<file path="src/rtl/jtcop_obj_dma.sv">
// Object RAM to object buffer DMA for the 68000 bus: requests the bus, copies
// 2**AW words one at a time, then releases the bus and pulses done.
module jtcop_obj_dma #(
  parameter int AW = 10
) (
  input  logic          clk,
  input  logic          rst_n,
  input  logic          obj_copy,
  output logic          br_n,
  input  logic          bg_n,
  output logic          bgack_n,
  output logic          src_cs,
  output logic [AW-1:0] src_addr,
  input  logic [15:0]   src_dout,
  input  logic          src_ok,
  output logic          dst_we,
  output logic [AW-1:0] dst_addr,
  output logic [15:0]   dst_din,
  output logic          busy,
  output logic          done
);

  typedef enum logic [2:0] {IDLE, REQ, RD, WR, DONE} state_t;

  localparam logic [AW-1:0] LAST = '1;

  state_t        r_state;
  logic          r_obj_copy_l;
  logic          r_pend;
  logic          r_first;
  logic [AW-1:0] r_cnt;
  logic [15:0]   r_data;
  logic          r_br_n;
  logic          r_bgack_n;
  logic          r_src_cs;
  logic          r_dst_we;
  logic          r_done;
  logic          w_rise;

  assign w_rise   = obj_copy & ~r_obj_copy_l;
  assign br_n     = r_br_n;
  assign bgack_n  = r_bgack_n;
  assign src_cs   = r_src_cs;
  assign src_addr = r_cnt;
  assign dst_we   = r_dst_we;
  assign dst_addr = r_cnt;
  assign dst_din  = r_data;
  assign busy     = (r_state != IDLE);
  assign done     = r_done;

  // A new edge wins over the IDLE clear so a request arriving on that edge is kept.
  always_ff @(posedge clk or negedge rst_n) begin
    if (!rst_n) begin
      r_obj_copy_l <= 1'b0;
      r_pend       <= 1'b0;
    end else begin
      r_obj_copy_l <= obj_copy;
      if (w_rise)
        r_pend <= 1'b1;
      else if (r_state == IDLE && r_pend)
        r_pend <= 1'b0;
    end
  end

  always_ff @(posedge clk or negedge rst_n) begin
    if (!rst_n) begin
      r_state   <= IDLE;
      r_cnt     <= '0;
      r_data    <= '0;
      r_first   <= 1'b0;
      r_br_n    <= 1'b1;
      r_bgack_n <= 1'b1;
      r_src_cs  <= 1'b0;
      r_dst_we  <= 1'b0;
      r_done    <= 1'b0;
    end else begin
      case (r_state)
        IDLE: begin
          if (r_pend) begin
            r_cnt   <= '0;
            r_br_n  <= 1'b0;
            r_state <= REQ;
          end
        end
        REQ: begin
          if (!bg_n) begin
            r_br_n    <= 1'b1;
            r_bgack_n <= 1'b0;
            r_src_cs  <= 1'b1;
            r_first   <= 1'b1;
            r_state   <= RD;
          end
        end
        // The first RD cycle may still see ok from the previous access, so skip it.
        RD: begin
          r_first <= 1'b0;
          if (!r_first && src_ok) begin
            r_data   <= src_dout;
            r_src_cs <= 1'b0;
            r_dst_we <= 1'b1;
            r_state  <= WR;
          end
        end
        WR: begin
          r_dst_we <= 1'b0;
          r_cnt    <= r_cnt + AW'(1);
          if (r_cnt == LAST) begin
            r_done  <= 1'b1;
            r_state <= DONE;
          end else begin
            r_src_cs <= 1'b1;
            r_first  <= 1'b1;
            r_state  <= RD;
          end
        end
        DONE: begin
          r_done    <= 1'b0;
          r_bgack_n <= 1'b1;
          r_state   <= IDLE;
        end
        default: r_state <= IDLE;
      endcase
    end
  end

endmodule

</file>
<file path="config.mk">
export PLATFORM = sky130hd
export DESIGN_NAME = jtcop_obj_dma
export DESIGN_NICKNAME = d
export VERILOG_FILES = /design/src/rtl/jtcop_obj_dma.sv
export SDC_FILE = /design/constraint.sdc
export NUM_CORES = 1
export LEC_CHECK = 0
export BUFFER_PORTS_ARGS = -buffer_cell sky130_fd_sc_hd__buf_4
export CORE_MARGIN = 2
export CORE_UTILIZATION = 46
export CTS_BUF_LIST = sky130_fd_sc_hd__clkbuf_8
export CTS_CLUSTER_SIZE = 14
export DETAILED_ROUTE_END_ITERATION = 10
export PLACE_DENSITY_LB_ADDON = 0.05
export SLEW_MARGIN = 20
export SYNTH_ARGS = -nofsm -noshare
export SYNTH_HDL_FRONTEND = slang
export SYNTH_SLANG_ARGS = --single-unit
export TNS_END_PERCENT = 20
</file>
<file path="constraint.sdc">
create_clock -name clk -period 1.6 [get_ports clk]
set_input_delay 0.24 -clock clk [delete_from_list [all_inputs] [get_ports clk]]
set_output_delay 0.24 -clock clk [all_outputs]
set_load 0.01 [all_outputs]
</file>
# Word-level counts from Yosys, hierarchy flattened
# Cells that the tools add are included.
# word_totals
regBits,37
output_inout_bits,42
# classes
n_addsub,1
n_eq_ne,10
muxes,22
n_bitwise,2
n_reduce_logical,21
# op_table
cell,count
10-bit one-hot mux with 2 select lines,1
3-bit 2-to-1 mux,4
3-bit one-hot mux with 4 select lines,1
2-bit nonzero test,6
"10-bit by 1-bit adder with 10-bit output, second input constant",1
"10-bit == test, second input constant",1
10-bit 2-to-1 mux,1
"2-bit != test, second input constant",5
2-bit AND reduction,5
1-bit 2-to-1 mux,9
3-bit AND reduction,3
1-bit one-hot mux with 2 select lines,4
"3-bit by 2-bit == test with 1-bit output, second input constant",2
1-bit one-hot mux with 3 select lines,2
3-bit nonzero test,2
4-bit AND reduction,1
"3-bit by 1-bit == test with 1-bit output, second input constant",1
"3-bit == test, second input constant",1
3-bit logical NOT,1
1-bit logical AND,2
1-bit AND,1
1-bit logical NOT,1
1-bit NOT,1

# Logic depth before layout (Yosys ltp)
# depth
depth_word,4
depth_mapped,5
mapped_depth_nobuf,5

# Least setup slack after synthesis
# OpenSTA, ideal clock, no wires.
# synth_path
path_kind,register to register
startpoint,register r_state[2]
endpoint,"register r_data[10], in the netlist dst_din[10]"
setup_time_ns,0.125
arrival_time_ns,1.488
path_slack_ns,-0.013
path_stages_with_launch,6
path_buffers,2
path_cell_list,dfrtp_1 > nand2b_2 > or3_1 > buf_6 > buf_6 > mux2_4
# synth_between
elab_chain_len,2
# synth_rtl
item,line,text
start: declaration,27,state_t r_state;
start signal: assignment,67,r_state <= IDLE;
start signal: assignment,82,r_state <= REQ;
start signal: assignment,91,r_state <= RD;
3-bit by 2-bit == test with 1-bit output,77,case (r_state)
2-bit AND reduction (no source line),-,
end signal: assignment,98,r_data <= src_dout;
end: declaration,32,logic [15:0] r_data;
# No other way between the ends.
# A chain may end at the register's enable or synchronous reset.

# Worst setup path in the final report
# layout_path
startpoint,register r_state[2]
endpoint,output busy
# layout_between
elab_chain_len,1
# layout_rtl
item,line,text
3-bit nonzero test,48,assign busy = (r_state != IDLE);
end: declaration,19,"output logic busy,"
# No other way between the ends.

==> impl_metrics.json <==
{
  "wl_per_cell_um": 13.6,
  "initial_core_util": 0.472,
  "skew_ps": 9.14,
  "worst_pin_slew_ps": 452,
  "die_h_um": 64.8,
  "period_minus_slack_ps": 1570,
  "power_w": 0.00324,
  "p_int_w": 0.00225,
  "rsz0062_at_grt": "yes",
  "grt_pass1_wl_um": 5870,
  "power.switching_w": 0.000989,
  "p_comb_frac": 0.390,
  "irDropWorstVdd_uv": 883,
  "firstDrtPassIters": 4,
  "die_area_um2": 4200,
  "cp.required_ps": 1360,
  "preCtsSetupSlack_ps": 52.1,
  "cts.sinks": 37,
  "rows": 22,
  "synthFlopType": "dfrtp_1",
  "crit_path_max_fanout": 2,
  "use_met2": 0.287,
  "io_buffers": 62,
  "drv_slew": 0,
  "vias": 1361,
  "hpwlAfterDp_um": 2560,
  "maxCapViolCount": 0,
  "diodes": 0,
  "clock-root-buffer": "clkbuf_8",
  "grt_pass1_vias": 1285,
  "clk_path_buf_depth": 2,
  "slew_headroom": 0.699,
  "async_flop_share": 1.00,
  "die_x_um": 64.8,
  "synthToLayoutAreaGrowth_pct": 39.6,
  "min_path_type": "input port to register",
  "fin_cells": 268,
  "clkTransAtPathRegs_ps": 70,
  "met1_usage": 0.241,
  "swShare": 0.305,
  "dp.cells": 252,
  "met3_usage": 0.0608,
  "cts_tree": "yes",
  "p_clk_frac": 0.197,
  "numCtsBuffers": 5,
  "grt_most_used_layer": "met2",
  "antenna_found_initial": 0,
  "avgSynthCellArea_um2": 11.4,
  "max_freq_mhz": 637,
  "startpoint": "r_state[2]$_DFFE_PN0P_",
  "ant_nets": 0,
  "grt-ovfl-total": 0,
  "gp_congestion": 0.809,
  "synth_common_cells": "dfrtp_1, nor2_1, buf_4, mux2_4",
  "synth_area_um2": 1700,
  "synth_largest_area_cell": "dfrtp_1",
  "drive_above_1_share": 0.491,
  "ys_ff_latch": 37,
  "synth_enable_flop_cells": 0,
  "grt_usage": 0.189,
  "synth_seq_area_share": 0.546,
  "cp-start-kind": "register",
  "r2r_start": "r_first$_DFFE_PN0P_",
  "finalSetupTns_ps": 0,
  "timing_worst_setup_path_type": "register to output port",
  "drc": 0,
  "yosys.area.top_type_share": 0.515,
  "crit_arrival_ps": 1330,
  "hold_violations": 0,
  "p_leak_nw": 1.15,
  "grt_max_degree": 38,
  "synthCells": 149,
  "seqPwrFrac": 0.414,
  "avgViaCountPerCell": 5.08,
  "yosysMostFrequentCell": "dfrtp_1",
  "core_um2": 3610,
  "critPathCaptureType": "output port",
  "worst_slack_ps": 30.1,
  "final_nets": 242,
  "power_density_nw_per_um2": 1370,
  "min_period_over_period": 0.981,
  "synth_cell_types": 32,
  "outcome": "completed",
  "min-delay-start": "obj_copy",
  "yosys_warnings": 0,
  "worstSkewPairLatency_ps": 290,
  "finalWirelength_um": 3650,
  "pin_count": 63,
  "htree_levels": 2,
  "first_iter_violations": 40,
  "yosys-top-cells-area": "dfrtp_1, mux2_4, nor2_1",
  "syn-num-nets": 171,
  "finalSetupViolations": 0
}
==> final cells by class <==
cell class	count	area (um^2)
Tap cell	48	60.1
Inverter	1	3.75
Clock inverter	1	3.75
Sequential cell	37	928
Clock buffer	6	82.6
Multi-Input combinational cell	95	673
Timing Repair Buffer	80	622
Fill cell	290	1230
==> flip-flops by register name (all words and copies together) (netlist names) <==
| name | cells |
|---|---|
| done | 1 |
| dst_din | 16 |
| dst_addr | 10 |
| r_state | 3 |
| r_pend | 1 |
| dst_we | 1 |
| r_first | 1 |
| r_obj_copy_l | 1 |
| bgack_n | 1 |
| src_cs | 1 |
| br_n | 1 |
==> per-layer routing <==
metal	wire length [um]	part of all wire
met4	77	0.021
met5	0	0
met3	212	0.058
met1	1670	0.46
met2	1690	0.46
==> logic make-up after synthesis <==
| logic type | Yosys count | synth area share |
|---|---|---|
| adder cells (fa/ha/maj) | 1 | 0.00736 |
| multiplexers | 18 | 0.140 |
| buffers and inverters | 17 | 0.0684 |
| flip-flops | 37 | 0.546 |
| AO/OA/AOI/OAI | 22 | 0.0824 |
| AND/OR/NAND/NOR | 54 | 0.156 |
==> path summary, 6_finish.rpt <==
path / endpoint / slack (ps) / cells after the start
max: busy / 30 / 3
min: r_obj_copy_l$_DFF_PN0_ / 70 / 1
max reg2reg: dst_din[6]$_DFFE_PN0P_ / 40 / 4
min reg2reg: r_pend$_DFFE_PN0P_ / 430 / 1
max in group asynchronous: bgack_n$_DFFE_PN1P_ / 810 / 2
min in group asynchronous: dst_din[7]$_DFFE_PN0P_ / 440 / 2
==> stage by stage <==
stage | util | area [um^2] | hold WS [ps]
after CTS | 0.645 | 2330 | 57.7
after detailed placement | 0.606 | 2190 | 228
after floorplan | - | 1710 | -55.6
final | 0.658 | 2370 | 68.2
after global routing | 0.658 | 2370 | 53.2
after global placement | 0.606 | 2190 | 221
==> power by group through the flow <==
| stage | Combinational [W] | Clock (W) | Sequential, W |
|---|---|---|---|
| 5_1_grt | 0.00137 | 0.000702 | 0.00138 |
| 3_3_place_gp | 0.00124 | 0 | 0.00135 |
| 2_1_floorplan | 0.000556 | 0 | 0.00148 |
| 6_report | 0.00126 | 0.000637 | 0.00134 |
| 4_1_cts | 0.00127 | 0.000660 | 0.00134 |
| 3_5_place_dp | 0.00125 | 0 | 0.00136 |
==> worst max-delay path: stages (launching register included) <==
cell	delay, ps
dfrtp_1	400
buf_6	130
or3_4	380
buf_6	130
==> placed cells by master (no fill, tap or decap), types with 2 or more instances in the layout <==
master,n
buf_6,5
nand2b_1,2
nor2_1,20
o21ai_0,4
a21oi_1,8
nand2_1,7
buf_4,74
and3_1,2
nand3_1,7
dfstp_2,2
dfrtp_1,35
clkbuf_8,6
nand3b_1,2
inv_1,2
nand4_1,3
mux2i_1,2
mux2_2,6
o211ai_1,2
nor3_1,2
o31ai_1,4
mux2_4,10
==> what timing repair did <==
item / CTS / global route
hold buffers: 1 / 0
setup buffers: 5 / 3
resized for setup: 2 / 6
endpoints found under the setup margin: 1 / 14
endpoints found under the hold margin: 35 / 0
No activity file was read; power rests on OpenSTA's default activity.
